[src/rtl/mem_arbiter_ram.sv]
// Single-port synchronous RAM shared by a data port and an instruction-fetch port,
// with a per-cycle arbiter (fixed data priority or round-robin) and out-of-range flagging.
module mem_arbiter_ram #(
    parameter int unsigned DATA_W   = 16,
    parameter int unsigned ADDR_W   = 8,
    parameter int unsigned DEPTH    = 256,
    parameter int unsigned ARB_MODE = 0
) (
    input  logic              clk,
    input  logic              rst,
    input  logic              d_req,
    input  logic              d_we,
    input  logic [ADDR_W-1:0] d_addr,
    input  logic [DATA_W-1:0] d_wdata,
    output logic              d_gnt,
    output logic              d_rvalid,
    output logic [DATA_W-1:0] d_rdata,
    input  logic              i_req,
    input  logic [ADDR_W-1:0] i_addr,
    output logic              i_gnt,
    output logic              i_rvalid,
    output logic [DATA_W-1:0] i_rdata,
    output logic              addr_err
);

    localparam int unsigned IDX_W = (DEPTH > 1) ? $clog2(DEPTH) : 1;

    typedef enum logic {
        WIN_D = 1'b0,
        WIN_I = 1'b1
    } winner_t;

    winner_t           last_winner;
    logic [DATA_W-1:0] mem [DEPTH];
    logic [ADDR_W-1:0] acc_addr;
    logic [IDX_W-1:0]  acc_idx;
    logic              in_range;
    logic              d_rvalid_q;
    logic              i_rvalid_q;
    logic              err_q;

    // Arbitration: grants are combinational and held off entirely during reset
    always_comb begin
        d_gnt = 1'b0;
        i_gnt = 1'b0;
        if (!rst) begin
            if (d_req && i_req) begin
                if (ARB_MODE == 0 || last_winner == WIN_I) begin
                    d_gnt = 1'b1;
                end else begin
                    i_gnt = 1'b1;
                end
            end else begin
                d_gnt = d_req;
                i_gnt = i_req;
            end
        end
    end

    assign acc_addr = d_gnt ? d_addr : i_addr;
    assign acc_idx  = IDX_W'(acc_addr);
    assign in_range = (ADDR_W + 1)'(acc_addr) < (ADDR_W + 1)'(DEPTH);

    // RAM array: not reset, out-of-range writes dropped
    always_ff @(posedge clk) begin
        if (d_gnt && d_we && in_range) begin
            mem[acc_idx] <= d_wdata;
        end
    end

    // Synchronous read path, valid strobes and winner history
    always_ff @(posedge clk) begin
        if (rst) begin
            d_rvalid_q  <= 1'b0;
            i_rvalid_q  <= 1'b0;
            d_rdata     <= '0;
            i_rdata     <= '0;
            err_q       <= 1'b0;
            last_winner <= WIN_I;
        end else begin
            d_rvalid_q <= d_gnt && !d_we;
            i_rvalid_q <= i_gnt;
            err_q      <= (d_gnt || i_gnt) && !in_range;
            if (d_gnt && !d_we) begin
                d_rdata <= in_range ? mem[acc_idx] : '0;
            end
            if (i_gnt) begin
                i_rdata <= in_range ? mem[acc_idx] : '0;
            end
            if (i_gnt) begin
                last_winner <= WIN_I;
            end else if (d_gnt) begin
                last_winner <= WIN_D;
            end
        end
    end

    // A reset arriving in the strobe slot kills a response from a pre-reset grant
    assign d_rvalid = d_rvalid_q && !rst;
    assign i_rvalid = i_rvalid_q && !rst;
    assign addr_err = err_q && !rst;

endmodule

[config.mk]
export PLATFORM = sky130hd
export DESIGN_NAME = mem_arbiter_ram
export DESIGN_NICKNAME = d
export VERILOG_FILES = /design/src/rtl/mem_arbiter_ram.sv
export SDC_FILE = /design/constraint.sdc
export NUM_CORES = 2
export LEC_CHECK = 0
export BUFFER_PORTS_ARGS = -buffer_cell sky130_fd_sc_hd__buf_2
export CAP_MARGIN = 20
export CORE_MARGIN = 4
export CORE_UTILIZATION = 40
export CTS_CLUSTER_DIAMETER = 60
export DETAILED_ROUTE_END_ITERATION = 12
export SLEW_MARGIN = 25
export SYNTH_ARGS = -nofsm -noshare
export SYNTH_HDL_FRONTEND = slang
export SYNTH_SLANG_ARGS = --single-unit
[constraint.sdc]
create_clock -name clk -period 3.5 [get_ports clk]
set_input_delay 0.175 -clock clk [delete_from_list [all_inputs] [get_ports clk]]
set_output_delay 0.175 -clock clk [all_outputs]
set_load 0.1 [all_outputs]
==> flow_summary.yaml <==
cells_and_area:
  area_growth_pct: 18.2
  drive_gt1_share_pct: 17.3
  nets: 9464
  design_area_sq_mm: 0.180
critical_path:
  critPathCaptureType: "flip-flop"
  reg2reg_from: "mem[83][12]"
  critPathLaunchType: "input port"
  cp_slowest_cell: "o41ai_1"
  crit_type: "input port to flip-flop"
  cp_common_cell: "buf_4"
  r2r_setup_slack_ps: 540
  worstPathCellList: "buf_2 -> nand2b_1 -> buf_4 -> a31o_4 -> buf_12 -> buf_4 -> a22oi_1 -> a21oi_1 -> o41ai_1 -> buf_4 -> nand4_1 -> buf_4 -> a2111oi_2 -> o21ai_1"
  required_ps: 4320
  crit_arrival_ps: 4250
  r2r-end: "d_rdata[12]"
  reg2regPathDepth: 7
  critical_path.max_stage_delay_ps: 810
  crit_fanout: 39
pwr:
  p_clk_share_pct: 41.5
  p_leak_nw: 55.0
  p_seq_share_pct: 52.2
  p_per_area_mw_per_mm2: 581
  p_switching_mw: 23.3
  switching_share_pct: 22.4
  pwr-share-comb_pct: 6.4
  peakVddDrop_uv: 446
  internal_power_mw: 81.0
sta:
  grt_setup_unrepaired: "no"
  period_minus_slack_ps: 3430
  whs_ps: 133
  slew_violations: 0
  fmax_mhz: 291
  setup_viol: 0
  skew_ps: 43.1
  min_period_over_period_pct: 98.1
  finalHoldViolCount: 0
  slew_headroom_pct: 21.1
  worstMarginPinSlew_ps: 1170
clocking:
  cts_buffers: 414
  clockBufferDepth: 4
  cts_num_sinks: 4130
  clockRootBuffer: "clkbuf_16"
  cts_tree: "yes"
  clk_pin_slew_ps: 60
  clock_latency_ps: 960
  htree_levels: 5
  cts_setup_buffers: 0
hold_path:
  min_path_type: "input port to flip-flop"
  holdPathStages: 2
  min_delay_worst_endpoint: "mem[80][6]"
  hp-start: "d_wdata[6]"
synth:
  synthesis.area_sq_mm: 0.152
  yosysMostFrequentCell: "edfxtp_1"
  yosysSeqAreaShare_pct: 81.4
  syn_inst: 8621
  ys_types: 37
  ys_ff_latch: 4130
  synthTopCellsByCount: "edfxtp_1 (4096), a22oi_1 (2048), a21oi_1 (1024)"
  synthTopCellsByArea: "edfxtp_1 (81%), a22oi_1 (10%), a21oi_1 (3.4%)"
  syn_area_per_cell_sq_um: 17.6
  yosys.area.top_type_share_pct: 80.9
  synth_enable_flop_cells: 4096
  synth_warnings: 0
  syn_nets: 8658
  synth_ff_type: "edfxtp_1"
  async_reset_ff_share_pct: 0
  synth_top_area_cell: "edfxtp_1"
detailed_routing:
  drt-initial-drc-count: 12075
  dr.pass1.iters: 6
  wire_per_inst_um: 30.4
  wl_um: 450000
  avgViaCountPerCell: 6.04
  vias: 89415
  drc_errors: 0
  detail-route-antenna-nets: 0
flow_run:
  max_cap_violations: 0
floorplan:
  coreArea_sq_mm: 0.379
  row_count: 226
  die-area_sq_mm: 0.390
  io_pins: 74
  die-height_um: 624
  die_w_um: 624
  start_util_pct: 40.1
global_routing:
  grt_overflow_total: 0
  track_usage_pct: 22.4
  grt_pass1_wl_um: 642000
  antenna_found_initial: 20
  grt_pass1_vias: 87000
  grt_max_degree: 161
place:
  place_area_sq_mm: 0.166
  place_congestion: 0.878
  dp_hpwl_um: 276000
  io_buffers: 72
status:
  status: "complete, no violations"
==> metal layers <==
metal	share of wire [%]	vias up	routed length [um]	global-route usage, %
met1	39	46089	176000	31.0
met5	0.0047	-	21	0
met3	9.1	749	40900	3.44
li1	-	37772	-	-
met2	48	4801	214000	36.0
met4	4.2	4	18800	8.47
==> through the flow <==
step	std cells	setup WS, ps	total power [mW]	util, %	setup TNS, ps
final	14794	67.4	104	47.4	0
after global placement	14008	-1280	62.0	43.9	-30760
after CTS	14786	141	105	47.4	0
after detailed placement	14008	-1100	62.0	43.9	-30400
after global routing	14790	42.4	107	47.4	0
after floorplan	8621	-88.1	58.4	-	-20260
==> flip-flops by register name, indices dropped and copies added (netlist names) <==
name / count
mem: 4096
d_rdata: 16
d_rvalid_q: 1
i_rdata: 16
i_rvalid_q: 1
==> critical path, delay by kind of cell <==
kind,cells,cell delay [ps]
compound gates,6,2070
buf+inv,6,1390
simple gates,2,570
==> cell usage in the layout, fill, tap and decap left out, types with 9 or more instances in the layout <==
cell and instances:
edfxtp_1 4096, a22oi_1 2048, a21oi_1 1024, buf_4 729, clkbuf_16 420, o41ai_1 247, nor2_1 224, buf_12 221
clkbuf_1 98, clkinv_1 84, clkinv_2 83, buf_2 56, a41oi_1 46, nand3b_1 36, bufinv_16 35, o21ai_1 34
dfxtp_1 34, nor2_2 33, nand2_1 31, dlygate4sd3_1 19, nand3_2 16, nand4_1 16, a2111oi_2 16, buf_8 16
nand3_1 12, clkinvlp_4 11, o41ai_2 9
==> power by group through the flow <==
stage	logic (mW)	registers, mW	clock network, mW
floorplan	2.76	55.7	0
global placement	6.48	55.5	0
detailed placement	6.56	55.5	0
CTS	6.60	54.4	43.8
global route	6.95	54.4	45.9
finish	6.65	54.4	43.3
==> timing repair <==
| item | CTS | global route |
|---|---|---|
| gates resized for setup | 1 | 0 |
| endpoints found under the hold margin | 1609 | 0 |
| hold buffers | 19 | 0 |
| endpoints found under the setup margin | 2 | 0 |
==> final cells by class <==
cell class                      instances  area (sq um)
Clock inverter                        240          2340
Fill cell                           31230        199000
Timing Repair Buffer                 1041         10600
Clock buffer                          519         10900
Sequential cell                      4130        124000
Tap cell                             5016          6280
Multi-Input combinational cell       3831         25800
Inverter                                9          33.8
Antenna cell                            8          20.0
==> worst max-delay path by stage <==
stage | start | endpoint | slack (ps) | cells past startpoint
4_1_cts | rst | d_rdata[3] | 140 | 13
3_3_place_gp | rst | d_rdata[2] | -1280 | 14
6_report | rst | d_rdata[15] | 70 | 14
5_1_grt | rst | d_rdata[15] | 40 | 14
3_5_place_dp | rst | d_rdata[2] | -1100 | 14
2_1_floorplan | rst | mem[198][0] | -90 | 10
==> cell families after synthesis <==
| family | Yosys count | share of synthesized area (%) |
|---|---|---|
| AOI/OAI and AO/OA | 3443 | 15.6 |
| buffers and inverters | 660 | 1.89 |
| DFF | 4130 | 81.4 |
| muxes | 1 | 0.00659 |
| other | 1 | 0.00247 |
| and+or+nand+nor | 386 | 1.12 |
(Power assumes the default switching activity.)
